<file path="src/rtl/mem_access_unit_if.sv">
// Bus bundle for mem_access_unit: CPU request/response handshake plus the
// byte-serial data-memory command port.
//
// Handshake: a request transfers on a rising edge where req_valid=1 and
// req_ready=1; the requester holds all req_* fields stable while req_valid=1.
// resp_valid is a single-cycle pulse with no back-pressure, and resp_err and
// resp_rdata are meaningful only while it is high.
//
// The memory port has no handshake. mem_en=1 with mem_we=1 writes mem_wdata
// to mem_addr on that edge. mem_en=1 with mem_we=0 returns the addressed byte
// on mem_rdata during the following cycle.
//
// The master modport is the environment: the CPU together with the data
// memory. The slave modport is the unit itself.
interface mem_access_unit_if #(
   parameter int ADDR_W = 10
);
   logic              req_valid;
   logic              req_ready;
   logic              req_write;
   logic [1:0]        req_size;
   logic              req_unsigned;
   logic [31:0]       req_addr;
   logic [31:0]       req_wdata;
   logic              resp_valid;
   logic [31:0]       resp_rdata;
   logic              resp_err;
   logic              mem_en;
   logic              mem_we;
   logic [ADDR_W-1:0] mem_addr;
   logic [7:0]        mem_wdata;
   logic [7:0]        mem_rdata;
   // Current FSM state, exported for observation: 0 IDLE, 1 ACCESS, 2 DRAIN, 3 RESP
   logic [1:0]        dbg_state;

   modport master (
      output req_valid, req_write, req_size, req_unsigned, req_addr, req_wdata,
      output mem_rdata,
      input  req_ready, resp_valid, resp_rdata, resp_err,
      input  mem_en, mem_we, mem_addr, mem_wdata, dbg_state
   );

   modport slave (
      input  req_valid, req_write, req_size, req_unsigned, req_addr, req_wdata,
      input  mem_rdata,
      output req_ready, resp_valid, resp_rdata, resp_err,
      output mem_en, mem_we, mem_addr, mem_wdata, dbg_state
   );
endinterface

</file>
<file path="src/rtl/mem_access_unit.sv">
// mem_access_unit: converts one word, half or byte load/store into N
// byte-serial memory cycles. Bytes are issued in big-endian order, so the
// most significant byte goes to the lowest address. Load bytes are assembled
// MSB-first and then zero- or sign-extended. Misaligned or illegal-size
// requests skip memory entirely and answer with an error response.
module mem_access_unit #(
   parameter int ADDR_W = 10
) (
   input logic                clk,
   input logic                rst_n,
   mem_access_unit_if.slave   bus
);

   typedef enum logic [1:0] {
      IDLE   = 2'd0,
      ACCESS = 2'd1,
      DRAIN  = 2'd2,
      RESP   = 2'd3
   } state_t;

   state_t      state;
   logic        wr_q;     // latched store/load flag
   logic        uns_q;    // latched zero-extend flag
   logic [2:0]  n_q;      // byte count N of the current access
   logic [2:0]  k_q;      // index of the current ACCESS cycle
   logic [31:0] wsh_q;    // store bytes still to send, next one in [31:24]
   logic [23:0] asm_q;    // load bytes received so far, newest in [7:0]

   // Decode of the request currently on the bus
   logic        acc_err;
   logic [2:0]  acc_n;
   logic [31:0] acc_wsh;  // store data moved so its first byte sits in [31:24]
   logic        unused_addr;

   assign bus.dbg_state = state;
   // Address bits above ADDR_W are deliberately ignored
   assign unused_addr   = ^bus.req_addr;

   // Extend the 8N assembled load bits to 32 bits
   function automatic logic [31:0] extend_load(input logic [31:0] raw,
                                               input logic [2:0]  n,
                                               input logic        uns);
      logic [31:0] r;
      r = raw;
      case (n)
         3'd1:    r = uns ? {24'h0, raw[7:0]}  : {{24{raw[7]}}, raw[7:0]};
         3'd2:    r = uns ? {16'h0, raw[15:0]} : {{16{raw[15]}}, raw[15:0]};
         default: r = raw;
      endcase
      return r;
   endfunction

   // Classify the incoming request: byte count, alignment error, store layout
   always_comb begin
      acc_err = 1'b0;
      acc_n   = 3'd4;
      acc_wsh = bus.req_wdata;
      case (bus.req_size)
         2'b00: begin
            acc_n   = 3'd4;
            acc_wsh = bus.req_wdata;
            acc_err = (bus.req_addr[1:0] != 2'b00);
         end
         2'b01: begin
            acc_n   = 3'd2;
            acc_wsh = {bus.req_wdata[15:0], 16'h0};
            acc_err = bus.req_addr[0];
         end
         2'b10: begin
            acc_n   = 3'd1;
            acc_wsh = {bus.req_wdata[7:0], 24'h0};
            acc_err = 1'b0;
         end
         default: begin
            acc_n   = 3'd4;
            acc_wsh = bus.req_wdata;
            acc_err = 1'b1;
         end
      endcase
   end

   // Control FSM. Every output is registered and set on the edge that enters
   // the state in which it must be seen.
   always_ff @(posedge clk or negedge rst_n) begin
      if (!rst_n) begin
         state          <= IDLE;
         wr_q           <= 1'b0;
         uns_q          <= 1'b0;
         n_q            <= 3'd0;
         k_q            <= 3'd0;
         wsh_q          <= 32'h0;
         asm_q          <= 24'h0;
         bus.req_ready  <= 1'b1;
         bus.resp_valid <= 1'b0;
         bus.resp_err   <= 1'b0;
         bus.resp_rdata <= 32'h0;
         bus.mem_en     <= 1'b0;
         bus.mem_we     <= 1'b0;
         bus.mem_addr   <= '0;
         bus.mem_wdata  <= 8'h0;
      end else begin
         case (state)
            IDLE: begin
               // req_ready is high throughout IDLE, so req_valid alone accepts
               if (bus.req_valid) begin
                  bus.req_ready <= 1'b0;
                  wr_q          <= bus.req_write;
                  uns_q         <= bus.req_unsigned;
                  n_q           <= acc_n;
                  if (acc_err) begin
                     state          <= RESP;
                     bus.resp_valid <= 1'b1;
                     bus.resp_err   <= 1'b1;
                     bus.resp_rdata <= 32'h0;
                  end else begin
                     state         <= ACCESS;
                     k_q           <= 3'd0;
                     asm_q         <= 24'h0;
                     bus.mem_en    <= 1'b1;
                     bus.mem_we    <= bus.req_write;
                     bus.mem_addr  <= bus.req_addr[ADDR_W-1:0];
                     bus.mem_wdata <= acc_wsh[31:24];
                     wsh_q         <= {acc_wsh[23:0], 8'h0};
                  end
               end
            end

            ACCESS: begin
               // Read data lags its command by one cycle, so capture starts at k=1
               if (!wr_q && (k_q != 3'd0)) begin
                  asm_q <= {asm_q[15:0], bus.mem_rdata};
               end
               if (k_q == (n_q - 3'd1)) begin
                  bus.mem_en <= 1'b0;
                  bus.mem_we <= 1'b0;
                  if (wr_q) begin
                     state          <= RESP;
                     bus.resp_valid <= 1'b1;
                     bus.resp_err   <= 1'b0;
                     bus.resp_rdata <= 32'h0;
                  end else begin
                     state <= DRAIN;
                  end
               end else begin
                  k_q           <= k_q + 3'd1;
                  bus.mem_addr  <= bus.mem_addr + 1'b1;
                  bus.mem_wdata <= wsh_q[31:24];
                  wsh_q         <= {wsh_q[23:0], 8'h0};
               end
            end

            DRAIN: begin
               // The last load byte is on mem_rdata now; fold it in directly
               state          <= RESP;
               bus.resp_valid <= 1'b1;
               bus.resp_err   <= 1'b0;
               bus.resp_rdata <= extend_load({asm_q, bus.mem_rdata}, n_q, uns_q);
            end

            RESP: begin
               // resp_rdata holds its value until the next response
               state          <= IDLE;
               bus.resp_valid <= 1'b0;
               bus.resp_err   <= 1'b0;
               bus.req_ready  <= 1'b1;
            end

            default: begin
               state <= IDLE;
            end
         endcase
      end
   end

endmodule

</file>
<file path="src/flat_wrapper.sv">
// flat-port wrapper written by rule: the top's interface ports become plain ports
module mem_access_unit_flat 
#(
   parameter int ADDR_W = 10
)
  (clk, rst_n, bus_req_valid, bus_req_write, bus_req_size, bus_req_unsigned, bus_req_addr, bus_req_wdata, bus_mem_rdata, bus_req_ready, bus_resp_valid, bus_resp_rdata, bus_resp_err, bus_mem_en, bus_mem_we, bus_mem_addr, bus_mem_wdata, bus_dbg_state);
  mem_access_unit_if #(.ADDR_W(ADDR_W)) bus_i ();
  input logic clk;
  input logic rst_n;
  input wire logic [$bits(bus_i.req_valid)-1:0] bus_req_valid;
  input wire logic [$bits(bus_i.req_write)-1:0] bus_req_write;
  input wire logic [$bits(bus_i.req_size)-1:0] bus_req_size;
  input wire logic [$bits(bus_i.req_unsigned)-1:0] bus_req_unsigned;
  input wire logic [$bits(bus_i.req_addr)-1:0] bus_req_addr;
  input wire logic [$bits(bus_i.req_wdata)-1:0] bus_req_wdata;
  input wire logic [$bits(bus_i.mem_rdata)-1:0] bus_mem_rdata;
  output wire logic [$bits(bus_i.req_ready)-1:0] bus_req_ready;
  output wire logic [$bits(bus_i.resp_valid)-1:0] bus_resp_valid;
  output wire logic [$bits(bus_i.resp_rdata)-1:0] bus_resp_rdata;
  output wire logic [$bits(bus_i.resp_err)-1:0] bus_resp_err;
  output wire logic [$bits(bus_i.mem_en)-1:0] bus_mem_en;
  output wire logic [$bits(bus_i.mem_we)-1:0] bus_mem_we;
  output wire logic [$bits(bus_i.mem_addr)-1:0] bus_mem_addr;
  output wire logic [$bits(bus_i.mem_wdata)-1:0] bus_mem_wdata;
  output wire logic [$bits(bus_i.dbg_state)-1:0] bus_dbg_state;
  assign bus_i.req_valid = bus_req_valid;
  assign bus_i.req_write = bus_req_write;
  assign bus_i.req_size = bus_req_size;
  assign bus_i.req_unsigned = bus_req_unsigned;
  assign bus_i.req_addr = bus_req_addr;
  assign bus_i.req_wdata = bus_req_wdata;
  assign bus_i.mem_rdata = bus_mem_rdata;
  assign bus_req_ready = bus_i.req_ready;
  assign bus_resp_valid = bus_i.resp_valid;
  assign bus_resp_rdata = bus_i.resp_rdata;
  assign bus_resp_err = bus_i.resp_err;
  assign bus_mem_en = bus_i.mem_en;
  assign bus_mem_we = bus_i.mem_we;
  assign bus_mem_addr = bus_i.mem_addr;
  assign bus_mem_wdata = bus_i.mem_wdata;
  assign bus_dbg_state = bus_i.dbg_state;
  mem_access_unit #(.ADDR_W(ADDR_W)) u_core (.clk(clk), .rst_n(rst_n), .bus(bus_i));
endmodule
</file>
<file path="config.mk">
export PLATFORM = sky130hd
export DESIGN_NAME = mem_access_unit_flat
export DESIGN_NICKNAME = d
export VERILOG_FILES = /design/src/rtl/mem_access_unit_if.sv /design/src/rtl/mem_access_unit.sv /design/src/flat_wrapper.sv
export SDC_FILE = /design/constraint.sdc
export NUM_CORES = 1
export LEC_CHECK = 0
export ABC_AREA = 0
export CORE_ASPECT_RATIO = 1.75
export CORE_MARGIN = 2
export CORE_UTILIZATION = 50
export DETAILED_ROUTE_END_ITERATION = 10
export GPL_TIMING_DRIVEN = 0
export PLACE_DENSITY = 0.81
export SLEW_MARGIN = 40
export SYNTH_ARGS = -nofsm -noshare
export SYNTH_HDL_FRONTEND = slang
export SYNTH_SLANG_ARGS = --single-unit
</file>
<file path="constraint.sdc">
create_clock -name clk -period 2.8 [get_ports clk]
set_input_delay 0.42 -clock clk [delete_from_list [all_inputs] [get_ports clk]]
set_output_delay 0.42 -clock clk [all_outputs]
set_load 0.1 [all_outputs]
</file>
==> results <==
- The flow ran to the end, and the final reports show no timing, DRC or antenna violations.
- Yosys printed 0 warnings.
- The residual antenna-violating net count after detailed routing is 0.
- In this run the count of I/O pins placed on the die edge is 136.
- The post-placement setup slack is -438 ps.
- Synthesis handed over a netlist of 621 instances.
- The total DRC errors in the routed layout is 0.
- The net total in the final layout is 850.
- The worst slew margin relative to its limit is 54.3%.
- The total routing resource utilization after global routing is 27.3%.
- The H-tree depth is 4.
- The number of rows in the core area is 51.
- The number of buffers inserted by port buffering is 112.
- The largest single stage delay on the critical path is 560 ps.
- The most critical setup path has its endpoint at u_core.asm_q[5].
- The kind of end point of the critical path is a flip-flop.
- For the worst setup path, the data arrival time is 2880 ps.
- Setup repair after global routing left no endpoint under its margin.
- The cell with the largest stage delay on the worst path is sky130_fd_sc_hd__clkdlybuf4s50_1.
- Leaving out fill and tap cells, the most frequent cell in the layout is sky130_fd_sc_hd__nand2_1.
- The number of vias after detailed routing is 5282.
- The repair_antennas step left the layout with diodes totalling 0.
- The net count after synthesis is 717.
- The global-route wire length before repair is 26100 um.
- The floorplan step defined a die boundary enclosing 12200 sq um.
- In this run the worst path has a maximum fanout of 10.
- The number of antenna violations at the first check in global routing is 0.
- Walking the worst path, the cells encountered are clkdlybuf4s50_1 -> inv_1 -> ha_1 -> a211oi_4 -> o211ai_1 -> a22o_1 -> clkbuf_2 -> buf_2 -> nand2_1 -> o21ai_0.
- The number of flip-flops and latches in the synthesized netlist is 113.
- The starting utilization of the core area is 51.0%.
- After legalization and detailed placement, the total HPWL measured 11700 um.
- The detailed router finished its first iteration with 457 violations.
- The achievable clock frequency is 382 MHz.
- The number of global-route vias before repair is 5507.
- The number of enable flip-flop cells after synthesis is 0.
- The number of clock buffers inserted by TritonCTS is 17.
- The share of layout cells above drive strength 1 is 16.5%.
- The largest net degree at the start of global routing is 62.
- The number of distinct standard cells referenced by the synthesized netlist is 53.
- The clock root buffer is sky130_fd_sc_hd__clkbuf_16.
- Counting every sink on the clock net gives 113.
- After synthesis, the mean cell area works out to 9.06 sq um.
- The global route total overflow is 0.
- The library cells used most frequently in the layout, excluding fill and tap cells, are sky130_fd_sc_hd__nand2_1 (162), sky130_fd_sc_hd__dfrtp_1 (112), sky130_fd_sc_hd__buf_2 (66).
- Across the whole layout, storage elements account for 2830 sq um.
- The tool flagged a number of max-cap violations equal to 0.
- The cell depth of the worst flop-to-flop path is 7.
- The worst min-delay path class is reg2reg.
- In the final routed layout, each cell accounts on average for 17.7 um.
- Sequential cells were found to cover 50.3% of the synthesized design area.
- In this run the post-CTS setup repair buffer count came out at 0.
- The layout has 905 filler cells.
- The setup path with the least slack is of type in2reg.
- The mapped netlist covers 5630 sq um.
- Summing all multi-input logic gate instances after layout gives 2560 sq um.
- The width of the die is 84.2 um.
- The top cell family by delay on the critical path is buffers and inverters.
- For the worst-skew pair, the clock arrives at the later sink with an insertion delay of 410 ps.
- The worst setup margin is 181 ps.
- The worst path buffer plus inverter count is 4.
- STA classifies the critical path startpoint as an input port.
- The actual slew at the worst max-slew pin is 686 ps.
- The critical path runs through a total of 10 cells.
- After layout, the worst path uses 93.5% of the clock period.
- The most used flip-flop cell after synthesis is sky130_fd_sc_hd__dfrtp_1.
- Compared with the post-synthesis result, the final layout area differs by 29.2%.
- The die is 144 um tall.
- The critical path starts at bus_req_size[0].
- The startpoint of the most critical register-to-register path is u_core.bus.dbg_state[1].
- After clock tree synthesis, the clock-pin slew on the worst setup and hold paths is 50 ps.
- The congestion estimate from routability-driven global placement came to 0.911.
- The final setup violation count is 0.
- The final-report hold violation count came to 0.
- The minimum clock period after layout is 2620 ps.
- The routed wire length is 15900 um.
- The terminus of the critical flop-to-flop path is u_core.bus.mem_wdata[0].
- The final number of max-transition violations is 0.
- The depth of the worst hold-timing path is 2.
- After detailed routing, the number of vias per cell comes to 5.89.
- The TritonCTS clock tree is done.
- The clock tree buffer depth is 2.
- Before antenna repair, the detailed router went through 5 iterations.
- The data required time of the critical path is 3060 ps.
- The setup check on the worst reg-to-reg path leaves a slack of 250 ps.
- The region available for standard cell placement spans 11000 sq um.
- The worst setup skew after layout is 7.14 ps.
- The share of async-settable or async-resettable flops after synthesis is 100%.
## worst min-delay path, delay by kind of cell, from the launching register on
family        cells  cell delay [ps]
flops             1              340
simple gates      2              100
## metrics by stage
step / std cells / utilization [%] / setup TNS (ps) / hold WS (ps) / instance area, sq um
global route: 897 / 65.9 / 0 / 486 / 7270
floorplan: 621 / - / 0 / 124 / 5630
finish: 897 / 65.9 / 0 / 466 / 7270
global placement: 865 / 62.6 / -343670 / 450 / 6920
CTS: 897 / 65.7 / 0 / 468 / 7250
detailed placement: 866 / 60.4 / -19810 / 361 / 6660
## timing repair
item,in CTS,in global routing
hold endpoints to repair,51,0
hold buffers,1,0
pin swaps,0,1
gates resized for setup,2,5
endpoints found under the setup margin,6,22
## synthesized netlist by cell type (5+ instances only)
| cell | number | area share [%] |
|---|---|---|
| sky130_fd_sc_hd__a211oi_1 | 8 | 1.1 |
| sky130_fd_sc_hd__a21o_1 | 9 | 1.2 |
| sky130_fd_sc_hd__a21oi_1 | 19 | 1.7 |
| sky130_fd_sc_hd__a221oi_1 | 7 | 1.1 |
| sky130_fd_sc_hd__a22oi_1 | 18 | 2.4 |
| sky130_fd_sc_hd__buf_2 | 9 | 0.80 |
| sky130_fd_sc_hd__clkbuf_1 | 22 | 1.5 |
| sky130_fd_sc_hd__dfrtp_1 | 112 | 50 |
| sky130_fd_sc_hd__ha_1 | 17 | 3.8 |
| sky130_fd_sc_hd__inv_1 | 18 | 1.2 |
| sky130_fd_sc_hd__mux2_2 | 5 | 1.0 |
| sky130_fd_sc_hd__nand2_1 | 162 | 11 |
| sky130_fd_sc_hd__nor2_1 | 45 | 3.0 |
| sky130_fd_sc_hd__nor3_1 | 7 | 0.62 |
| sky130_fd_sc_hd__o21ai_0 | 24 | 2.1 |
| sky130_fd_sc_hd__o21ai_1 | 56 | 5.0 |
| sky130_fd_sc_hd__o31ai_1 | 14 | 1.9 |
| sky130_fd_sc_hd__o31ai_2 | 11 | 2.4 |
## registers in the layout, summed over array words and instances, names as in the netlist, 2 cells and up
signal,cells
u_core.bus.resp_rdata,32
u_core.asm_q,24
u_core.bus.mem_addr,10
u_core.bus.dbg_state,2
u_core.n_q,3
u_core.bus.mem_wdata,8
u_core.wsh_q,24
u_core.k_q,3
## area by class of cell
| cell class | instances | share of cell area (%) |
|---|---|---|
| Sequential cell | 113 | 38.9 |
| Clock inverter | 6 | 1.10 |
| Inverter | 19 | 0.981 |
| Timing Repair Buffer | 114 | 12.1 |
| Tap cell | 132 | 2.27 |
| Buffer | 41 | 2.75 |
| Multi-Input combinational cell | 448 | 35.2 |
| Clock buffer | 24 | 6.76 |
## cell families (layout without fill, tap and decap cells)
group	Yosys count	count (layout)	synth area share, %
fa+ha+maj	17	17	3.78
mux	9	9	1.71
compound gates	191	191	22.6
simple gates	228	228	16.1
flops	113	113	50.3
buf+inv	60	204	4.80
xor+xnor	3	3	0.756
## worst min-delay path by stage
stage	start	to
detailed placement	rst_n	u_core.bus.mem_addr[3]
global placement	u_core.wsh_q[23]	u_core.wsh_q[23]
finish	u_core.wsh_q[18]	u_core.wsh_q[18]
CTS	u_core.wsh_q[18]	u_core.wsh_q[18]
floorplan	rst_n	u_core.asm_q[0]
global route	u_core.wsh_q[19]	u_core.wsh_q[19]
## per-layer routing
layer  routed length, um  share of wire, %  track usage (%)
met5                   0                 0                0
met1                5600                35             28.7
met2                8860                56             51.5
met3                 843               5.3             5.19
met4                 587               3.7             13.0
Power is not shown: default switching activity piles up to over one toggle a cycle in this logic, so the estimate is an artifact.
